$ cat src/rtl/seg_pkg.sv
// rtl/seg_pkg.sv - glyph table, widths and FSM encoding shared by the 7-segment encoder and decoder
package seg_pkg;

   localparam int SEG_W = 7;
   localparam int NIB_W = 4;
   localparam int GLYPH_N = 16;

   // Bit order gfedcba, 1 = segment lit
   localparam logic [SEG_W-1:0] SEG_BLANK = 7'b0000000;
   localparam logic [SEG_W-1:0] GLYPH [GLYPH_N] = '{
      7'b0111111, 7'b0000110, 7'b1011011, 7'b1001111,
      7'b1100110, 7'b1101101, 7'b1111101, 7'b0000111,
      7'b1111111, 7'b1101111, 7'b1110111, 7'b1111100,
      7'b0111001, 7'b1011110, 7'b1111001, 7'b1110001
   };

   localparam logic [1:0] ST_IDLE   = 2'd0;
   localparam logic [1:0] ST_SETTLE = 2'd1;
   localparam logic [1:0] ST_LOCKED = 2'd2;

endpackage

$ cat src/rtl/seg_pattern_lut.sv
// rtl/seg_pattern_lut.sv - combinational reverse glyph lookup: pattern -> {hit, blank, nibble}
module seg_pattern_lut
   import seg_pkg::*;
(
   input  logic [SEG_W-1:0] pat,
   output logic             hit,
   output logic             blank,
   output logic [NIB_W-1:0] nibble
);

   always_comb begin
      hit    = 1'b0;
      nibble = '0;
      for (int i = 0; i < GLYPH_N; i++) begin
         if (pat == GLYPH[i]) begin
            hit    = 1'b1;
            nibble = NIB_W'(i);
         end
      end
      blank = (pat == SEG_BLANK);
   end

endmodule

$ cat src/rtl/seg_scan_decoder.sv
// rtl/seg_scan_decoder.sv - multiplexed 7-segment bus monitor that recovers the nibble per digit
// Optional saturating bad-pattern counter enabled by SEG_DECODER_ERRCNT_EN.
module seg_scan_decoder
   import seg_pkg::*;
#(
   parameter int DIGITS        = 4,
   parameter int STABLE_CYCLES = 8
) (
   input  logic                  clk,
   input  logic                  rst,
   input  logic [SEG_W-1:0]      seg_in,
   input  logic [DIGITS-1:0]     sel_in,
   output logic [4*DIGITS-1:0]   digit_out,
   output logic [DIGITS-1:0]     digit_vld,
   output logic                  upd,
   output logic [2:0]            upd_idx,
   output logic                  bad_pat
`ifdef SEG_DECODER_ERRCNT_EN
   ,
   output logic [7:0]            err_cnt
`endif
);

   localparam int BUS_W = DIGITS + SEG_W;
   localparam int CW    = $clog2(STABLE_CYCLES + 1);
   localparam logic [CW-1:0] CNT_MAX = CW'(STABLE_CYCLES);

   logic [BUS_W-1:0]    s1_q, s1_d, s2_q, s2_d, prev_q, prev_d;
   logic [CW-1:0]       cnt_q, cnt_d;
   logic [1:0]          state_q, state_d;
   logic [4*DIGITS-1:0] digit_out_q, digit_out_d;
   logic [DIGITS-1:0]   digit_vld_q, digit_vld_d;
   logic                upd_q, upd_d;
   logic [2:0]          upd_idx_q, upd_idx_d;
   logic                bad_q, bad_d;

   logic [DIGITS-1:0]   sel_s2;
   logic [SEG_W-1:0]    seg_s2;
   logic                one_hot;
   logic                changed;
   logic                commit;
   logic                lut_hit, lut_blank;
   logic [NIB_W-1:0]    lut_nibble;

   assign sel_s2  = s2_q[BUS_W-1:SEG_W];
   assign seg_s2  = s2_q[SEG_W-1:0];
   assign one_hot = (sel_s2 != '0) && ((sel_s2 & (sel_s2 - DIGITS'(1))) == '0);
   assign changed = (s2_q != prev_q);

   seg_pattern_lut u_lut (
      .pat    (seg_s2),
      .hit    (lut_hit),
      .blank  (lut_blank),
      .nibble (lut_nibble)
   );

   // Commit is decided on the counter's next value so upd/bad_pat register on the edge it saturates
   always_comb begin
      s1_d    = {sel_in, seg_in};
      s2_d    = s1_q;
      prev_d  = s2_q;
      state_d = state_q;
      cnt_d   = cnt_q;
      commit  = 1'b0;
      if (!one_hot) begin
         state_d = ST_IDLE;
         cnt_d   = '0;
      end else begin
         if (changed)
            cnt_d = '0;
         else if (cnt_q != CNT_MAX)
            cnt_d = cnt_q + CW'(1);
         case (state_q)
            ST_IDLE:   state_d = ST_SETTLE;
            ST_SETTLE: begin
               if (cnt_d == CNT_MAX) begin
                  state_d = ST_LOCKED;
                  commit  = 1'b1;
               end
            end
            ST_LOCKED: begin
               if (changed)
                  state_d = ST_SETTLE;
            end
            default:   state_d = ST_IDLE;
         endcase
      end
   end

   always_comb begin
      digit_out_d = digit_out_q;
      digit_vld_d = digit_vld_q;
      upd_idx_d   = upd_idx_q;
      upd_d       = 1'b0;
      bad_d       = 1'b0;
      if (commit) begin
         if (lut_hit || lut_blank) begin
            upd_d = 1'b1;
            for (int i = 0; i < DIGITS; i++) begin
               if (sel_s2[i]) begin
                  upd_idx_d = 3'(i);
                  if (lut_hit) begin
                     digit_out_d[4*i +: 4] = lut_nibble;
                     digit_vld_d[i]        = 1'b1;
                  end else begin
                     digit_vld_d[i]        = 1'b0;
                  end
               end
            end
         end else begin
            bad_d = 1'b1;
         end
      end
   end

   always_ff @(posedge clk or posedge rst) begin
      if (rst) begin
         s1_q        <= '0;
         s2_q        <= '0;
         prev_q      <= '0;
         cnt_q       <= '0;
         state_q     <= ST_IDLE;
         digit_out_q <= '0;
         digit_vld_q <= '0;
         upd_q       <= 1'b0;
         upd_idx_q   <= '0;
         bad_q       <= 1'b0;
      end else begin
         s1_q        <= s1_d;
         s2_q        <= s2_d;
         prev_q      <= prev_d;
         cnt_q       <= cnt_d;
         state_q     <= state_d;
         digit_out_q <= digit_out_d;
         digit_vld_q <= digit_vld_d;
         upd_q       <= upd_d;
         upd_idx_q   <= upd_idx_d;
         bad_q       <= bad_d;
      end
   end

   assign digit_out = digit_out_q;
   assign digit_vld = digit_vld_q;
   assign upd       = upd_q;
   assign upd_idx   = upd_idx_q;
   assign bad_pat   = bad_q;

`ifdef SEG_DECODER_ERRCNT_EN
   logic [7:0] err_cnt_q, err_cnt_d;

   always_comb begin
      err_cnt_d = err_cnt_q;
      if (bad_d && (err_cnt_q != 8'hFF))
         err_cnt_d = err_cnt_q + 8'd1;
   end

   always_ff @(posedge clk or posedge rst) begin
      if (rst)
         err_cnt_q <= '0;
      else
         err_cnt_q <= err_cnt_d;
   end

   assign err_cnt = err_cnt_q;
`endif

endmodule

$ cat config.mk
export PLATFORM = sky130hd
export DESIGN_NAME = seg_scan_decoder
export DESIGN_NICKNAME = d
export VERILOG_FILES = /design/src/rtl/seg_pkg.sv /design/src/rtl/seg_pattern_lut.sv /design/src/rtl/seg_scan_decoder.sv
export SDC_FILE = /design/constraint.sdc
export NUM_CORES = 1
export LEC_CHECK = 0
export BUFFER_PORTS_ARGS = -buffer_cell sky130_fd_sc_hd__buf_2
export CAP_MARGIN = 20
export CORE_MARGIN = 2
export CORE_UTILIZATION = 28
export DETAILED_ROUTE_END_ITERATION = 7
export GPL_ROUTABILITY_DRIVEN = 0
export SLEW_MARGIN = 20
export SYNTH_ARGS = -nofsm -noshare
export SYNTH_HDL_FRONTEND = slang
export SYNTH_HIERARCHICAL = 1
export SYNTH_SLANG_ARGS = --single-unit
$ cat constraint.sdc
create_clock -name clk -period 4.9 [get_ports clk]
set_input_delay 0.98 -clock clk [delete_from_list [all_inputs] [get_ports clk]]
set_output_delay 0.98 -clock clk [all_outputs]
set_load 0.03 [all_outputs]
# Yosys cells after proc, flatten, opt, wreduce, memory -nomap -nowiden
# Index checks and enable logic that the tools add are counted.
totals:
  reg_bits: 64
  inputBits: 13
  out_inout_bits: 25
  elab_cells: 109
classes:
  n_addsub: 2
  n_eq_ne: 23
  mux: 51
  bitwise_logic: 1
  n_reduce_logical: 16
ops:
  columns: ["operator", "n"]
  rows:
  - ["== test 7 bit (second input constant)", 12]
  - ["2-to-1 mux 4 bit", 12]
  - ["2-to-1 mux 1 bit", 25]
  - ["2-to-1 mux 3 bit", 8]
  - ["AND reduction 4 bit", 4]
  - ["AND reduction 3 bit", 5]
  - ["== test 7 x 3 -> 1 bit (second input constant)", 2]
  - ["== test 7 x 6 -> 1 bit (second input constant)", 2]
  - ["!= test 11 bit", 1]
  - ["2-to-1 mux 2 bit", 5]
  - ["zero test 7 bit", 1]
  - ["!= test 3 bit (second input constant)", 2]
  - ["one-hot mux 2 bit (3 select lines)", 1]
  - ["adder 4 x 1 -> 4 bit (second input constant)", 1]
  - ["bitwise AND 4 bit", 1]
  - ["== test 4 bit (second input constant)", 1]
  - ["zero test 4 bit", 1]
  - ["!= test 4 bit (second input constant)", 1]
  - ["nonzero test 4 bit", 1]
  - ["subtractor 4 x 1 -> 4 bit (second input constant)", 1]
  - ["== test 2 x 1 -> 1 bit (second input constant)", 1]
  - ["== test 2 bit (second input constant)", 1]
  - ["zero test 2 bit", 1]
  - ["AND reduction 2 bit", 1]
  - ["2 further kinds", 2]

# Depth between registers and ports, before layout
# Gate-level depths: netlist of the first run.
logic_depth:
  ltp_word: 20
  ltp_mapped: 9
  depth_no_buf: 7

# By module
# The synthesis of the first run kept the hierarchy.
modules_own_cells:
  columns: ["module", "n_inst", "cells_per_inst", "area_per_inst_um2", "seq_area_each_um2"]
  rows:
  - ["seg_scan_decoder", 1, 177, 2524.9, 1576.5]
  - ["seg_pattern_lut", 1, 54, 347.8, 0.0]

# Worst setup path before layout of the first run
# OpenSTA, ideal clock, no wires.
synth_timing:
  path_kind: "reg2reg"
  start: "register s2_q[5] (netlist: prev_d[5])"
  end: "register digit_out_q[12] (netlist: digit_out[12])"
  setup_ns: 0.128
  arrival_ns: 2.352
  required_time_ns: 4.772
  setup_slack_ns: 2.421
  path_stages_with_launch: 10
  path_buffers: 2
  period_less_slack_ns: 2.479
  cell_sequence: "dfrtp_1 > buf_4 > or4_4 > a211oi_1 > a31oi_1 > nand4b_1 > buf_1 > nand2_1 > nor4_4 > mux2_1"
synth_via:
  elab_chain_len: 19
  word_cells_on_any_way: 57
  classes_between: "eq/ne (18); mux (36); reduce/logical (3)"
synth_rtl:
  columns: ["element", "line", "rtl"]
  rows:
  - ["start: declaration", "seg_scan_decoder.sv:28", "logic [BUS_W-1:0] s1_q, s1_d, s2_q, s2_d, prev_q, prev_d;"]
  - ["start signal: assignment", "seg_scan_decoder.sv:119", "s2_q <= '0;"]
  - ["start signal: assignment", "seg_scan_decoder.sv:130", "s2_q <= s2_d;"]
  - ["== test 7 x 6 -> 1 bit", "seg_pattern_lut.sv:15", "if (pat == GLYPH[i]) begin"]
  - ["2-to-1 mux 1 bit (15 in a row)", "seg_pattern_lut.sv:15", null]
  - ["2-to-1 mux 1 bit (*)", "seg_pattern_lut.sv:15", null]
  - ["net lut_hit", "seg_scan_decoder.sv:42", "logic lut_hit, lut_blank;"]
  - ["logical OR 1 bit", "seg_scan_decoder.sv:97", "if (lut_hit || lut_blank) begin"]
  - ["AND reduction 4 bit (no source line) (*)", null, null]
  - ["end signal: assignment", "seg_scan_decoder.sv:134", "digit_out_q <= digit_out_d;"]
  - ["end: declaration", "seg_scan_decoder.sv:31", "logic [4*DIGITS-1:0] digit_out_q, digit_out_d;"]
# Mark *: on every way through the listed nets, which the timed path passes. The rest lies on a longest branch. The select of a mux whose other input is x is not followed.
# A chain may end at the register's enable or synchronous reset.

# Final worst setup path of the first run
layout_timing:
  start: "register s2_q[0] (netlist: prev_d[0])"
  end: "register digit_out_q[14] (netlist: digit_out[14])"
# The elaborated chain is that of the path after synthesis.

==> results of run 1 <==
==> state kept, by name, summed over array words and instances (netlist names) <==
signal and flops:
digit_out 16, prev_d 11, prev_q 11, s1_q 11
cnt_q 4, digit_vld 4, state_q 2, upd_idx 2
bad_pat 1, upd 1
==> Yosys cell counts, types with 2 or more instances <==
library cell	instances	area [sq um]
sky130_fd_sc_hd__nand2_1	10	37.5
sky130_fd_sc_hd__nand4_1	3	18.8
sky130_fd_sc_hd__nor2_1	11	41.3
sky130_fd_sc_hd__and2_1	3	18.8
sky130_fd_sc_hd__a21oi_1	7	35.0
sky130_fd_sc_hd__o31ai_1	10	75.1
sky130_fd_sc_hd__nor4_4	2	42.5
sky130_fd_sc_hd__nor2b_1	3	18.8
sky130_fd_sc_hd__buf_4	3	22.5
sky130_fd_sc_hd__ha_1	2	25.0
sky130_fd_sc_hd__clkbuf_1	4	15.0
sky130_fd_sc_hd__nand3_1	3	15.0
sky130_fd_sc_hd__inv_1	8	30.0
sky130_fd_sc_hd__nand4bb_1	3	33.8
sky130_fd_sc_hd__o211ai_1	2	15.0
sky130_fd_sc_hd__dfrtp_1	63	1580
sky130_fd_sc_hd__nor4_1	5	31.3
sky130_fd_sc_hd__nand4b_4	3	71.3
sky130_fd_sc_hd__o21bai_1	2	15.0
sky130_fd_sc_hd__o2111ai_1	4	35.0
sky130_fd_sc_hd__buf_2	5	25.0
sky130_fd_sc_hd__nor3_1	3	15.0
sky130_fd_sc_hd__mux2_1	16	180
sky130_fd_sc_hd__or2_1	2	12.5
sky130_fd_sc_hd__xor2_1	14	123
sky130_fd_sc_hd__o21ai_0	2	10.0
sky130_fd_sc_hd__mux2i_1	2	20.0
sky130_fd_sc_hd__xnor2_1	4	35.0
sky130_fd_sc_hd__nand2b_1	3	18.8
==> worst paths after layout <==
path	slack, ns	from	endpoint	cells after the start
worst min-delay path	0.35	s1_q[2]	prev_d[2]	0
worst min register to register	0.35	s1_q[2]	prev_d[2]	0
worst max register to register	2.07	prev_d[0]	digit_out[14]	7
max in group asynchronous	3.54	rst	s1_q[9]	3
worst max-delay path	2.07	prev_d[0]	digit_out[14]	7
min in group asynchronous	0.84	rst	s1_q[7]	3
==> power by group through the flow <==
stage / combinational, mW / sequential [mW] / clock, mW
after floorplan: 0.0545 / 0.552 / 0
after global placement: 0.0573 / 0.564 / 0
after detailed placement: 0.0585 / 0.565 / 0
after CTS: 0.0591 / 0.555 / 0.464
after global routing: 0.0659 / 0.557 / 0.490
final: 0.0576 / 0.555 / 0.445
==> kinds of logic after synthesis <==
family	synth area share [%]
simple gates	16.3
compound gates	10.7
fa+ha+maj	0.871
buf+inv	3.75
flops	54.9
other cells	0.131
xor+xnor	5.49
mux	7.88
==> through the flow <==
stage | worst slack (ns) | instance area, sq um
final | 2.07 | 3350
after global routing | 1.81 | 3350
after CTS | 2.09 | 3350
after global placement | 2.17 | 3150
after detailed placement | 2.10 | 3150
after floorplan | 2.35 | 2870
==> layout make-up <==
cell class	count	share of cell area [%]
Multi-Input combinational cell	146	35.5
Clock inverter	3	1.27
Sequential cell	63	47.1
Timing Repair Buffer	37	5.61
Tap cell	133	4.97
Inverter	8	0.897
Clock buffer	12	4.64
==> layout by cell type, fill, tap and decap left out, drive strengths merged, types with 2 or more instances in the layout <==
cell / count
a21oi: 7
mux2: 18
xor2: 14
or2: 3
or3b: 2
nor3: 3
nand3: 3
nor4: 7
nand4: 4
nand4b: 4
o21bai: 2
ha: 2
o211ai: 2
a211oi: 2
buf: 37
o21ai: 4
nor2: 11
clkbuf: 12
a2111oi: 2
and2: 3
mux2i: 2
inv: 8
nand4bb: 3
o31ai: 11
nand2: 11
nor2b: 3
xnor2: 4
dfrtp: 63
o2111ai: 4
nand2b: 3
==> worst register-to-register path, delay by kind of cell, from the launching register on <==
family	cells	cell delay, ns
DFF	1	0.65
muxes	1	0.35
and+or+nand+nor	5	1.28
AOI/OAI and AO/OA	1	0.42
==> metal layers <==
layer / up-vias / track usage [%]
met2: 44 / 17.1
li1: 899 / -
met5: - / 0
met1: 949 / 13.5
met4: 0 / 5.43
met3: 13 / 3.83
==> out/results.md, run 1 <==
### Cells and area
- 280 — Net count, final
- 402 — non-filler cells, final
- 16.5% — area growth from synthesis to layout
- 25.3% — fraction of layout cells with a size suffix above 1
- 33.9% — Finished Core Util
- 0 — Diodes inserted
- 0.00119 sq mm — multi-input combinational cell area
- 982 — Filler Cell Count
- 0.00158 sq mm — area taken by flip-flops and latches

### Job
- 0 — # Max-Cap Violations

### Clock tree
- sky130_fd_sc_hd__clkbuf_8 — clock root buffer
- 3 — number of levels the H-tree was split into
- 0.06 ns — clock input transition at the sequential cells of the worst setup and hold paths
- 0 — postcts setup bufs
- done — TritonCTS clock tree
- 2 — maximum buffer depth of the clock tree
- 0 — CTS-repair resized insts
- 63 — number of sinks driven by the clock tree
- 0 — total of hold buffers inserted after clock tree synthesis
- 9 — CTS buffer count
- 0.34 ns — Worst-Skew Late Latency

### Power and ir drop
- 1.06 mW — overall power consumption
- 42.1% — part of the power in the clock network
- 1.61 nW — standby leakage power
- 316 mW/mm^2 — ratio of total power to cell area
- 5.4% — part of the power in combinational logic
- 52.5% — sequential power share
- 0.815 mW — Internal Pwr Total
- 22.9% — sw frac
- 0.242 mW — switching component of the power
- 0.000148 V — worst supply voltage drop on vdd

### Yosys
- 58 — number of different library cells in the post-synthesis netlist
- sky130_fd_sc_hd__dfrtp_1 — most used flip-flop cell after synthesis
- 6 — Yosys warning count
- 12.4 sq um — per-instance average area after synthesis
- 246 — post-synthesis net count
- 63 — #FFs+latches synth
- 100% — async set or reset register ratio after synthesis
- 0 — EDFF count, synth
- 54.9% — share of the yosys chip area belonging to registers
- 0.00287 sq mm — combined area of all synthesized cells
- 231 — Post-Synthesis Cells

### Floorplan
- 29.1% — Initial Utilization
- 0.0111 sq mm — Die Outline Area
- 0.00986 sq mm — CORE AREA
- 105 um — Vert. Die Dim
- 105 um — die width
- 38 — Ports
- 36 — site row count

### Critical path
- sky130_fd_sc_hd__dfrtp_1 — Slowest cell on crit path
- 0.65 ns — Worst path max stage delay
- register to register — path type of the worst setup path
- 17 — Critical Path Fanout Max
- register — Critical Path Source Type
- 3.04 ns — crit path DAT
- simple AND/OR/NAND/NOR gates — Largest delay share family, worst path
- 0 — number of buffers and inverters on the critical path
- or3b_1, a2111oi_1, nor2_1, nand4b_1, nand2_1, nor4_4, mux2_1 — critical path, cell by cell
- register — Setup crit end kind
- 5.12 ns — critical path data required time

### Routing
- 13.9 um — mean routed wirelength per cell
- 4.74 — Via density
- 86 — Initial DRC Count
- 5570 um — aggregate routed wire length
- 2580 um — detailed-route wire length on metal 1
- met4 — highest routing layer actually used
- 257 um — amount of wire on met3 after detailed routing
- 2620 um — length of routed met2 wiring
- 0 — post-route DRC violation count
- 1905 — via count
- 4 — detailed-router iteration count before antenna repair
- 0 — remaining number of nets flagged by the antenna check after routing

### Global routing
- 9470 um — global-route wire length before repair
- 11.0% — global-route total usage across every layer
- 1939 — via count of the first global-routing pass
- 0 — global-route congestion overflow total
- 0 — antenna violations before repair
- 64 — maximum number of pins on one net before global-route repair

### STA
- 38.9% — relative slew slack
- 0.909 ns — actual transition at the worst max-transition pin
- 0 — final slew viol count
- 0.348 ns — worst hold margin
- 0 — Setup Viol. Count Final
- false — RSZ-0062 raised after global routing
- 2.83 ns — post-layout minimum cycle time
- 0 — total count of hold-check failures in the final report
- 354 MHz — achievable clock frequency
- 57.7% — final critical-path share of the clock period
- 0 ns — total negative slack
- 0.0108 ns — worst-case clock skew

### Place
- 3770 um — post-detailed-placement half-perimeter wirelength
- 387 — placed insts
- 36 — buffers added on ports

### Hold path
- register to register — path class of the lowest-slack min-delay path

### Status
- finished, final reports clean — outcome

Note: power is estimated with default switching activity, not from simulation.
==> inputs of run 2 (changes only) <==
==> constraint.sdc (replaced) <==
create_clock -name clk -period 2.9 [get_ports clk]
set_input_delay 0.58 -clock clk [delete_from_list [all_inputs] [get_ports clk]]
set_output_delay 0.58 -clock clk [all_outputs]
set_load 0.03 [all_outputs]
==> run 2 against run 1 <==
  * Clock skew decreased by 0.0013 ns
  * Combinational power is 100% higher
  * Final cell count is 1.7% higher
  * Critical path depth stayed put
  * Non-clock buffer count is 7 higher
  * First-iteration DRC count fell by 13%
  * Via count decreased by 0.10%
  * Wire length rose by 2.1%
  * Sequential cell count unchanged
==> out/results.md, run 2 (synthesized netlist as in run 1, its figures left out) <==
### STA
- 0.824 ns — actual transition at the worst max-transition pin, -0.0843 ns
- 0 — total count of hold-check failures in the final report, unchanged
- 0.00947 ns — worst-case clock skew, -0.00133 ns
- 0 ns — total negative slack, unchanged
- 0 — final slew viol count, unchanged
- 92.9% — final critical-path share of the clock period, +35 points
- 0.205 ns — Worst Setup Slack, final, -1.87 ns
- 0 — Setup Viol. Count Final, unchanged
- 371 MHz — achievable clock frequency, +4.9%
- false — RSZ-0062 raised after global routing
- 44.7% — relative slew slack, +5.8 points
- 2.69 ns — post-layout minimum cycle time, -0.133 ns

### Place
- 3870 um — post-detailed-placement half-perimeter wirelength, +2.5%
- 0.00321 sq mm — post-place instance area, +2.1%
- 0.208 ns — pre-CTS worst setup slack, -1.90 ns
- 36 — buffers added on ports, unchanged

### Floorplan
- 0.0111 sq mm — Die Outline Area, unchanged
- 105 um — die width, unchanged
- 36 — site row count, unchanged
- 0.00986 sq mm — CORE AREA, unchanged
- 105 um — Vert. Die Dim, unchanged
- 38 — Ports, unchanged
- 29.1% — Initial Utilization, unchanged

### Cells and area
- sky130_fd_sc_hd__dfrtp_1 (63), sky130_fd_sc_hd__buf_2 (36), sky130_fd_sc_hd__mux2_1 (16) — commonest cells after routing, fill and taps aside
- 18.8% — area growth from synthesis to layout
- 16 — flip-flop count of the largest register, all copies and words added, unchanged
- 27.2% — fraction of layout cells with a size suffix above 1, +1.9 points
- sky130_fd_sc_hd__dfrtp_1 — commonest non-fill, non-tap cell in the layout
- 980 — Filler Cell Count, -0.20%
- 287 — Net count, final, +2.5%
- 0.00341 sq mm — Non-Filler Cell Area, Final, +1.9%
- 34.6% — Finished Core Util, +0.66 points
- 0 — Diodes inserted, unchanged

### Critical path
- sky130_fd_sc_hd__dfrtp_1 — Slowest cell on crit path
- 0.48 ns — Worst path max stage delay, -0.17 ns
- 11 — Critical Path Fanout Max, -6
- 1 — number of buffers and inverters on the critical path, +1
- 3.12 ns — critical path data required time, -2.00 ns
- 2.91 ns — crit path DAT, -0.13 ns
- register — Setup crit end kind
- register — Critical Path Source Type
- simple AND/OR/NAND/NOR gates — Largest delay share family, worst path
- register to register — path type of the worst setup path
- inv_1, ha_1, or3b_4, a211oi_4, o21ai_2, nor4_4, mux2_1 — critical path, cell by cell

### Clock tree
- 3 — number of levels the H-tree was split into, unchanged
- 2 — maximum buffer depth of the clock tree, unchanged
- sky130_fd_sc_hd__clkbuf_8 — clock root buffer
- 0.07 ns — clock input transition at the sequential cells of the worst setup and hold paths, about the same
- done — TritonCTS clock tree
- 63 — number of sinks driven by the clock tree, unchanged
- 0.34 ns — Worst-Skew Late Latency, about the same
- 0 — postcts setup bufs, unchanged
- 9 — CTS buffer count, unchanged
- 0 — total of hold buffers inserted after clock tree synthesis, unchanged
- 0 — CTS-repair resized insts, unchanged

### Routing
- 4.65 — Via density, -1.8%
- 13.9 um — mean routed wirelength per cell, +0.39%
- 1903 — via count, -0.10%
- 5690 um — aggregate routed wire length, +2.1%
- 75 — Initial DRC Count, -13%
- 0 — remaining number of nets flagged by the antenna check after routing, unchanged
- 0 — post-route DRC violation count, unchanged
- 4 — detailed-router iteration count before antenna repair, unchanged

### Power and ir drop
- 1.65 nW — standby leakage power, +2.4%
- 528 mW/mm^2 — ratio of total power to cell area, +67%
- 0.000159 V — worst supply voltage drop on vdd, +7.5%

### Global routing
- 10.9% — global-route total usage across every layer, -0.088 points
- 1951 — via count of the first global-routing pass, +0.62%
- 9460 um — global-route wire length before repair, about the same
- 0 — global-route congestion overflow total, unchanged
- 0 — antenna violations before repair, unchanged
- 64 — maximum number of pins on one net before global-route repair, unchanged

### Job
- 0 — # Max-Cap Violations, unchanged

### Hold path
- input port to asynchronous set/reset pin — path class of the lowest-slack min-delay path

### Status
- finished, final reports clean — outcome

-- run 2: stage by stage --
step / power (mW) / cells / hold slack (ns)
floorplan: 1.03 / 231 / 0.331
global placement: 1.06 / 394 / 0.332
detailed placement: 1.06 / 394 / 0.336
CTS: 1.83 / 409 / 0.298
global route: 1.88 / 409 / 0.306
finish: 1.80 / 409 / 0.289
-- run 2: final timing paths --
check,startpoint,endpoint,slack [ns],cells after the start
setup / recovery,cnt_q[0],digit_out[14],0.21,7
min in group clk,seg_in[1],s1_q[1],0.34,1
setup reg to reg,cnt_q[0],digit_out[14],0.21,7
max in group asynchronous,rst,digit_out[8],2.33,3
hold reg to reg,s1_q[9],prev_d[9],0.35,0
hold / removal,rst,s1_q[7],0.29,3
-- run 2: worst register-to-register path, delay by kind of cell, from the launching register on --
| family | cells | cell delay [ns] |
|---|---|---|
| mux | 1 | 0.36 |
| flops | 1 | 0.48 |
| fa+ha+maj | 1 | 0.33 |
| simple gates | 2 | 0.84 |
| buf+inv | 1 | 0.07 |
| compound gates | 2 | 0.49 |
-- run 2: final cells by class --
class / instances / area [sq um] / area share [%]
flip-flops and latches: 63 / 1580 / 46.2
multi-input cells: 146 / 1190 / 34.8
repair buffers: 44 / 253 / 7.41
clock buffers: 12 / 155 / 4.55
inverters: 8 / 30.0 / 0.880
well taps: 133 / 166 / 4.88
clock inverters: 3 / 42.5 / 1.25
-- run 2: routing by layer --
metal  global-route usage [%]  part of all wire, %
met1                     13.5                   48
met2                     17.1                   46
met3                     3.46                  4.2
met4                     5.24                  1.8
met5                        0                    0
-- run 2: report_power, final --
part	leakage [nW]	internal, mW	switching (mW)
sequential	0.802	0.903	0.0234
clock	0.0985	0.438	0.321
combinational	0.747	0.0447	0.0729
total	1.65	1.39	0.417
